**src/rtl/tennis_pkg.sv**
```systemverilog
// Shared types and helpers for the LED tennis ball engine.
package tennis_pkg;

   typedef enum logic [2:0] {
      SERVE   = 3'd0,
      MOVE_UP = 3'd1,
      MOVE_DN = 3'd2,
      POINT   = 3'd3,
      OVER    = 3'd4
   } state_t;

   typedef enum logic {
      ONE = 1'b0,
      TWO = 1'b1
   } player_t;

   // Step period after one successful return, floored at min_div.
   function automatic int unsigned next_period(input int unsigned period,
                                               input int unsigned min_div,
                                               input int unsigned shift);
      int unsigned p;
      p = period - (period >> shift);
      return (p < min_div) ? min_div : p;
   endfunction

endpackage

```
**src/rtl/step_timer.sv**
```systemverilog
// Free-running step counter: clears on request, wraps on expiry.
module step_timer #(
   parameter int unsigned W = 8
) (
   input  logic         clk,
   input  logic         rst,
   input  logic         clr,
   input  logic [W-1:0] period,
   output logic         expire_c
);

   logic [W-1:0] cnt;

   assign expire_c = (cnt == period - W'(1));

   // Count up, restarting on clear, expiry or reset.
   always_ff @(posedge clk) begin
      if (!rst || clr || expire_c) cnt <= '0;
      else                          cnt <= cnt + W'(1);
   end

endmodule

```
**src/rtl/tennis_ball_engine.sv**
```systemverilog
// Ball engine: serve, rally with speed-up, scoring and match end.
module tennis_ball_engine
   import tennis_pkg::*;
#(
   parameter int unsigned N_POS         = 16,
   parameter int unsigned TICK_DIV      = 25_000_000,
   parameter int unsigned MIN_DIV       = 2_000_000,
   parameter int unsigned SPEEDUP_SHIFT = 3,
   parameter int unsigned HIT_WIN       = 2,
   parameter int unsigned WIN_SCORE     = 7,
   parameter int unsigned PAUSE         = 50_000_000
) (
   input  logic                           clk,
   input  logic                           rst,
   input  logic                           button_one,
   input  logic                           button_two,
   output logic [N_POS-1:0]               pos,
   output logic                           ball_return,
   output logic                           point_one,
   output logic                           point_two,
   output logic [$clog2(WIN_SCORE+1)-1:0] score_one,
   output logic [$clog2(WIN_SCORE+1)-1:0] score_two,
   output logic                           match_one,
   output logic                           match_two
);

   localparam int unsigned SW   = $clog2(WIN_SCORE + 1);
   localparam int unsigned TMAX = (TICK_DIV > PAUSE) ? TICK_DIV : PAUSE;
   localparam int unsigned TW   = $clog2(TMAX + 1);

   state_t          state_q, state_d;
   player_t         server_q, server_d, scorer_q, scorer_d;
   logic [TW-1:0]   period_q, period_d;
   logic [N_POS-1:0] pos_d;
   logic            ret_d, p1_d, p2_d, m1_d, m2_d;
   logic [SW-1:0]   s1_d, s2_d;
   logic            b1_q, b2_q;
   logic            press_one_c, press_two_c;
   logic            tmr_clr_c, tmr_exp_c;
   logic [TW-1:0]   tmr_period_c;
   logic            launch_c, hit_c, moving_c, at_end_c, miss_c, step_c, done_c, won_c;
   logic            win_up_c, win_dn_c;

   // Previous button samples; tracked through reset so a held button cannot launch.
   always_ff @(posedge clk) begin
      b1_q <= button_one;
      b2_q <= button_two;
   end

   assign press_one_c = button_one & ~b1_q;
   assign press_two_c = button_two & ~b2_q;

   assign win_up_c = |pos[N_POS-1 -: HIT_WIN];
   assign win_dn_c = |pos[HIT_WIN-1:0];
   assign moving_c = (state_q == MOVE_UP) || (state_q == MOVE_DN);
   assign at_end_c = (state_q == MOVE_UP) ? pos[N_POS-1] : pos[0];
   assign launch_c = (state_q == SERVE) && ((server_q == ONE) ? press_one_c : press_two_c);
   assign hit_c    = ((state_q == MOVE_UP) && press_two_c && win_up_c) ||
                     ((state_q == MOVE_DN) && press_one_c && win_dn_c);
   assign miss_c   = moving_c && !hit_c && tmr_exp_c && at_end_c;
   assign step_c   = moving_c && !hit_c && tmr_exp_c && !at_end_c;
   assign done_c   = (state_q == POINT) && tmr_exp_c;
   assign won_c    = (((scorer_q == ONE) ? score_one : score_two) == SW'(WIN_SCORE));

   assign tmr_clr_c    = launch_c || hit_c || miss_c || done_c ||
                         (state_q == SERVE) || (state_q == OVER);
   assign tmr_period_c = (state_q == POINT) ? TW'(PAUSE) : period_q;

   step_timer #(.W(TW)) u_timer (
      .clk      (clk),
      .rst      (rst),
      .clr      (tmr_clr_c),
      .period   (tmr_period_c),
      .expire_c (tmr_exp_c)
   );

   // State register.
   always_ff @(posedge clk) begin
      if (!rst) state_q <= SERVE;
      else      state_q <= state_d;
   end

   // Next-state logic; a hit always wins over a coincident expiry.
   always_comb begin
      state_d = state_q;
      case (state_q)
         SERVE:   if (launch_c) state_d = (server_q == ONE) ? MOVE_UP : MOVE_DN;
         MOVE_UP: if (hit_c) state_d = MOVE_DN; else if (miss_c) state_d = POINT;
         MOVE_DN: if (hit_c) state_d = MOVE_UP; else if (miss_c) state_d = POINT;
         POINT:   if (done_c) state_d = won_c ? OVER : SERVE;
         OVER:    state_d = OVER;
         default: state_d = SERVE;
      endcase
   end

   // Next values for the position, pulses, scores and rally bookkeeping.
   always_comb begin
      pos_d    = pos;
      ret_d    = 1'b0;
      p1_d     = 1'b0;
      p2_d     = 1'b0;
      s1_d     = score_one;
      s2_d     = score_two;
      m1_d     = match_one;
      m2_d     = match_two;
      server_d = server_q;
      scorer_d = scorer_q;
      period_d = period_q;
      if (launch_c) period_d = TW'(TICK_DIV);
      if (hit_c) begin
         ret_d    = 1'b1;
         period_d = TW'(next_period(32'(period_q), MIN_DIV, SPEEDUP_SHIFT));
      end
      if (step_c) begin
         if (state_q == MOVE_UP) pos_d = {pos[N_POS-2:0], 1'b0};
         else                    pos_d = {1'b0, pos[N_POS-1:1]};
      end
      if (miss_c) begin
         pos_d = '1;
         if (state_q == MOVE_UP) begin
            scorer_d = ONE;
            p1_d     = 1'b1;
            if (score_one != SW'(WIN_SCORE)) s1_d = score_one + SW'(1);
         end else begin
            scorer_d = TWO;
            p2_d     = 1'b1;
            if (score_two != SW'(WIN_SCORE)) s2_d = score_two + SW'(1);
         end
      end
      if (done_c) begin
         if (won_c) begin
            pos_d = '0;
            if (scorer_q == ONE) m1_d = 1'b1;
            else                 m2_d = 1'b1;
         end else if (scorer_q == ONE) begin
            server_d = TWO;
            pos_d    = {1'b1, {(N_POS-1){1'b0}}};
         end else begin
            server_d = ONE;
            pos_d    = N_POS'(1);
         end
      end
   end

   // Registered outputs and datapath.
   always_ff @(posedge clk) begin
      if (!rst) begin
         pos         <= N_POS'(1);
         ball_return <= 1'b0;
         point_one   <= 1'b0;
         point_two   <= 1'b0;
         score_one   <= '0;
         score_two   <= '0;
         match_one   <= 1'b0;
         match_two   <= 1'b0;
         server_q    <= ONE;
         scorer_q    <= ONE;
         period_q    <= TW'(TICK_DIV);
      end else begin
         pos         <= pos_d;
         ball_return <= ret_d;
         point_one   <= p1_d;
         point_two   <= p2_d;
         score_one   <= s1_d;
         score_two   <= s2_d;
         match_one   <= m1_d;
         match_two   <= m2_d;
         server_q    <= server_d;
         scorer_q    <= scorer_d;
         period_q    <= period_d;
      end
   end

endmodule

```
**config.mk**
```make
export PLATFORM = sky130hd
export DESIGN_NAME = tennis_ball_engine
export DESIGN_NICKNAME = d
export VERILOG_FILES = /design/src/rtl/tennis_pkg.sv /design/src/rtl/step_timer.sv /design/src/rtl/tennis_ball_engine.sv
export SDC_FILE = /design/constraint.sdc
export NUM_CORES = 1
export LEC_CHECK = 0
export ABC_AREA = 1
export CORE_UTILIZATION = 35
export CTS_CLUSTER_SIZE = 30
export DETAILED_ROUTE_END_ITERATION = 6
export DONT_BUFFER_PORTS = 1
export GPL_TIMING_DRIVEN = 1
export SLEW_MARGIN = 25
export SYNTH_ARGS = -nofsm -noshare
export SYNTH_HDL_FRONTEND = slang
export SYNTH_SLANG_ARGS = --single-unit
export TNS_END_PERCENT = 100
```
**constraint.sdc**
```tcl
create_clock -name clk -period 5.4 [get_ports clk]
set_input_delay 0.81 -clock clk [delete_from_list [all_inputs] [get_ports clk]]
set_output_delay 0.81 -clock clk [all_outputs]
set_load 0.1 [all_outputs]
```
# --- Word level (Yosys, flattened, before mapping) ---
# Index checks and enable logic that the tools add are counted.
totals:
  input_bits: 4
  ff_bits: 86
  out_inout_bits: 27
classes:
  eq_ne: 10
  add_sub_neg: 5
  reduce_logical: 34
  n_lt_le_gt_ge: 1
  muxes: 25
  bitwise: 7
ops:
  columns: ["op", "count"]
  rows:
  - ["26-bit two-way mux", 4]
  - ["16-bit two-way mux", 6]
  - ["32-bit by 21-bit < comparator with 1-bit output, second input constant", 1]
  - ["26-bit by 23-bit subtractor with 27-bit output", 1]
  - ["26-bit by 1-bit adder with 26-bit output, second input constant", 1]
  - ["26-bit == test", 1]
  - ["26-bit by 1-bit subtractor with 26-bit output, second input constant", 1]
  - ["3-bit two-way mux", 7]
  - ["3-bit one-hot mux with 5 select lines", 1]
  - ["3-bit AND reduction", 4]
  - ["1-bit logical AND", 10]
  - ["1-bit logical OR", 9]
  - ["3-bit by 1-bit adder with 3-bit output, second input constant", 2]
  - ["3-bit by 2-bit == test with 1-bit output, second input constant", 2]
  - ["3-bit == test, second input constant", 2]
  - ["1-bit two-way mux", 6]
  - ["3-bit inequality test, second input constant", 2]
  - ["2-bit AND reduction", 3]
  - ["1-bit NOT", 5]
  - ["2-bit inequality test, second input constant", 2]
  - ["2-bit OR reduction", 2]
  - ["3-bit by 1-bit == test with 1-bit output, second input constant", 1]
  - ["1-bit zero test", 3]
  - ["3-bit zero test", 1]
  - ["4 further kinds", 5]

# --- Depth between registers and ports, before layout ---
logic_depth:
  word_depth: 15
  mapped_depth: 23

# --- Modules after synthesis ---
# Synthesis repeated with hierarchy kept, for this count alone.
unflattened:
  hier_cells: 1256
  hier_area_um2: 7333.3
modules_own_cells:
  columns: ["mod", "area_per_inst_um2", "seq_area_each_um2", "cells_each", "n_inst"]
  rows:
  - ["tennis_ball_engine", 4810.9, 1201.2, 828, 1]
  - ["step_timer", 2522.4, 520.5, 428, 1]

# --- Worst setup path before layout ---
# Ideal clock, no wire load.
synth_path:
  path_kind: "register -> register"
  startpoint: "register period_q[3]"
  endpoint: "register period_q[10]"
  stages_incl_launch_ff: 22
  arrival_time_ns: 2.793
  slack_ns: 2.494
  period_less_slack_ns: 2.906
  cell_sequence: "dfxtp_1 > ha_1 > inv_1 > fa_1 > nand2_1 > nand2_1 > o21ai_0 > nor2_1 > nor2_1 > inv_1 > nand2_1 > nand2_1 > a21oi_1 > xnor2_1 > nand3_1 > nor2_1 > nand2_1 > nand2_1 > clkbuf_1 > nand3_1 > nand2_1 > nand2_1"
synth_via:
  elab_chain_len: 4
synth_rtl:
  columns: ["element", "line", "text"]
  rows:
  - ["start, declared", "tennis_ball_engine.sv:33", "logic [TW-1:0] period_q, period_d;"]
  - ["start signal, assigned", "tennis_ball_engine.sv:158", "period_q <= TW'(TICK_DIV);"]
  - ["start signal, assigned", "tennis_ball_engine.sv:170", "period_q <= period_d;"]
  - ["26-bit by 23-bit subtractor with 27-bit output *", "tennis_pkg.sv:22", "p = period - (period >> shift);"]
  - ["32-bit by 21-bit < comparator with 1-bit output", "tennis_pkg.sv:23", "return (p < min_div) ? min_div : p;"]
  - ["26-bit two-way mux *", "tennis_pkg.sv:23", null]
  - ["26-bit two-way mux *", "tennis_ball_engine.sv:110", "if (hit_c) begin"]
# Mark *: on every way between the ends. The rest lies on a longest branch, timed or not.
# A chain may end at the register's enable or synchronous reset.

# --- Final worst setup path ---
layout_path:
  startpoint: "register state_q[1]"
  endpoint: "register pos[1]"
layout_via:
  elab_chain_len: 10
  elab_cells_between_ends: 25
  cone_classes: "add/sub (1); eq/ne (4); mux (6); reduce/logical (14)"
layout_rtl:
  columns: ["element", "line", "text"]
  rows:
  - ["start, declared", "tennis_ball_engine.sv:31", "state_t state_q, state_d;"]
  - ["start signal, assigned", "tennis_ball_engine.sv:80", "else state_q <= state_d;"]
  - ["branches (longest 10 deep; another with 26-bit by 1-bit subtractor with 26-bit output)", null, null]
  - ["end signal, assigned", "tennis_ball_engine.sv:160", "pos <= pos_d;"]
  - ["end, declared", "tennis_ball_engine.sv:17", "output logic [N_POS-1:0] pos,"]
# Several ways; the timed one is not identified. The select of a mux whose other input is x is not followed.

==> impl_metrics.toml <==
[yosys]
avgSynthCellArea_um2 = 6.283
synth.area.top_cells = "dfxtp_1, nand2_1, inv_1"
yosys.area_share.adder_pct = 5.754
synth_area_mm2 = 0.006654
synth.distinct_cells = 57
ys_warn_count = 0
async_reset_ff_share_pct = 0
post-synth-top-area-cell = "dfxtp_1"
synth_cells = 1059
synth-edff-count = 0
synth_mux_area_share_pct = 0
synth_commonest_cells = "nand2_1, inv_1, nor2_1"
syn_nets = 1093
synth-simple-area-share_pct = 37.53
synth_most_common_cell = "nand2_1"
synth_top_family_by_area = "simple AND/OR/NAND/NOR gates"
synth_seq_area_share_pct = 25.87
synthFlopType = "dfxtp_1"
synth_compound_area_share_pct = 14.01
ys_seq_elements = 86
yosysTopAreaCellShare_pct = 25.87
synth_xor_area_share_pct = 5.792

[worst_setup_path]
cpMaxStageDelayCell = "nand3_4"
crit_arrival_ns = 4.00
slowest_delay_ns = 0.54
end_kind = "register"
crit_path_max_fanout = 53
startpoint_type = "register"
critPathKind = "register to register"
path_common_cell = "nand2_1"
worstPathCellList = "nand3_4, nand2_2, ha_1, nand2_1, inv_1, nand2_1, nor2_2, nand3b_1, nand2_1, nand3_1, nor2_1, nand3_2, nor2_8, nand2_2, inv_2, o21ai_0, a21oi_1"
cp.required_ns = 5.68

[sta]
final.period_utilization_pct = 68.98
fmaxAchievable_mhz = 268.5
setup_viol = 0
fin_skew_ns = 0.009201
relSlewSlack_pct = 28.06
hold_ws_ns = 0.4862
finalHoldViolCount = 0
period_minus_slack_ns = 3.725
rsz0062_at_grt = "no"
setup_tns_ns = 0
slew_viol_final = 0
worst_pin_slew_ns = 1.078

[floorplanning]
fp.dieW_um = 139.9
die_y_um = 139.9
core_mm2 = 0.01864
start_util_pct = 35.69
io-pin-count = 31
dieArea_mm2 = 0.01957
rows = 50

[clocking]
clk-insertion-delay-late_ns = 0.34
cts_buffers = 9
clock-sinks = 86
clkTransAtPathRegs_ns = 0.07
cts_root_buf = "clkbuf_16"
hold_buffers = 0
post_cts_buffers = 0
htreeDepth = 3
ctsResizeCount = 0
cts_tree = "built"
cts_buffer_depth = 2

[placement]
routabilityCongestion = 0.8727
port_buffers = 0
placed_area_mm2 = 0.006848
hpwl_mm = 13.37

[final_layout]
nets = 1087
drive_gt1_share_pct = 6.711
final_area_mm2 = 0.007202
syn2layout_area_growth_pct = 8.236
antenna_cells = 0

[power_and_ir_drop]
powerDensity_mw_per_mm2 = 196.1
power_frac_seq_pct = 45.1
clockPowerShare_pct = 52.5
p_leak_nw = 3.204
switching_share_pct = 21.36
p_int_mw = 1.111
pwr-share-comb_pct = 2.4
p_switching_mw = 0.3017
peakVddDrop_v = 0.0001506

[grt]
grt_pass1_vias = 6128
antenna_found_initial = 0
grt_max_degree = 54
grt_usage_pct = 18.15
grt_first_pass_wirelength_mm = 29.15
grt_overflow = 0

[detailed_routing]
viasPerCell = 4.907
dr.pass1.iters = 5
drtIter0Drc = 402
wl_per_cell_um = 13.14
drc = 0
via_count = 6340
ant_nets = 0
finalWirelength_mm = 16.98

[hold_path]
hold_path.class = "input pin to register"

[run_status]
outcome = "finished, final reports clean"

[run]
max_cap_violations = 0
==> worst max-delay path: cells and delay by family, from the launching register on <==
family	cells	cell delay (ns)
AO/OA/AOI/OAI	2	0.35
adder cells (fa/ha/maj)	1	0.27
AND/OR/NAND/NOR	12	2.18
buffers and inverters	2	0.35
flip-flops	1	0.48
==> cell families (layout without fill, tap and decap cells) <==
| group | after synthesis | count (layout) |
|---|---|---|
| buffers and inverters | 180 | 179 |
| XOR/XNOR | 40 | 40 |
| AO/OA/AOI/OAI | 165 | 165 |
| flip-flops | 86 | 86 |
| adder cells (fa/ha/maj) | 30 | 30 |
| AND/OR/NAND/NOR | 558 | 558 |
==> cell usage in the layout (no fill, tap or decap), types with 2 or more instances in the layout <==
cell type  count
a21o_1         3
inv_6          2
clkbuf_16      9
nand3_1       73
nand3_2        5
a21oi_1       58
inv_2          4
nor4_1         9
nor3_2         2
nand3_4        3
o21ai_2        5
nand3b_1       4
o21bai_1       5
ha_1          29
nand4_1       11
o211ai_1       3
nor2_4         2
o21ai_1       15
nor3b_1        7
nor3_1        12
bufinv_16      3
xnor2_1        7
nand2_1      280
buf_4          4
or2_2          3
xnor3_1        2
clkinv_1       4
a31oi_1        5
nand2_4        2
nor2_1       125
xor2_1        30
nand2_2        9
dfxtp_1       86
inv_1        149
nor2_2         7
a211oi_1       3
a21boi_0       2
o21ai_0       56
==> layer usage <==
layer | vias to the layer above | track usage [%] | part of all wire [%]
li1 | 3389 | - | -
met1 | 2809 | 23.58 | 48
met2 | 122 | 31.29 | 46
met3 | 20 | 2.787 | 3.7
met4 | 0 | 4.453 | 1.5
met5 | - | 0 | 0
==> state kept, by name (all words and copies together) (netlist names), 3 cells and up <==
| signal | cells |
|---|---|
| score_two | 3 |
| u_timer.cnt | 26 |
| state_q | 3 |
| period_q | 26 |
| score_one | 3 |
| pos | 16 |
==> path summary, 6_finish.rpt <==
check                               to  cells past startpoint                 startpoint  slack, ns
max reg2reg        pos[1]$_SDFFE_PN0P_                     17    state_q[1]$_SDFFE_PN0P_       1.68
min reg2reg  period_q[25]$_SDFFE_PN0P_                      2  period_q[25]$_SDFFE_PN0P_       0.49
min                       b2_q$_DFF_P_                      0                 button_two       0.49
max                pos[1]$_SDFFE_PN0P_                     17    state_q[1]$_SDFFE_PN0P_       1.68
==> area by class of cell <==
| type | count | area [um^2] |
|---|---|---|
| clock buffers | 10 | 239.0 |
| clock inverters | 6 | 115.1 |
| fillers | 2019 | 11440 |
| inverters | 159 | 600.6 |
| multi-input cells | 793 | 4203 |
| flip-flops and latches | 86 | 1722 |
| well taps | 234 | 292.8 |
| repair buffers | 4 | 30.03 |
==> power by group through the flow <==
stage                     registers (mW)  logic (mW)  clock network, mW
after floorplan                    0.652      0.0268                  0
after global placement             0.652      0.0335                  0
after detailed placement           0.652      0.0335                  0
after CTS                          0.637      0.0335              0.757
after global routing               0.637      0.0381              0.780
final                              0.637      0.0335              0.741
==> metrics by stage <==
step | total power, mW | utilization, % | cells | worst slack [ns]
after floorplan | 0.6784 | - | 1059 | 2.494
after global placement | 0.6856 | 36.73 | 1276 | 1.727
after detailed placement | 0.6856 | 36.73 | 1276 | 1.705
after CTS | 1.428 | 38.63 | 1292 | 1.678
after global routing | 1.456 | 38.63 | 1292 | 1.246
final | 1.412 | 38.63 | 1292 | 1.675
Note: power is estimated with default switching activity, not from simulation.
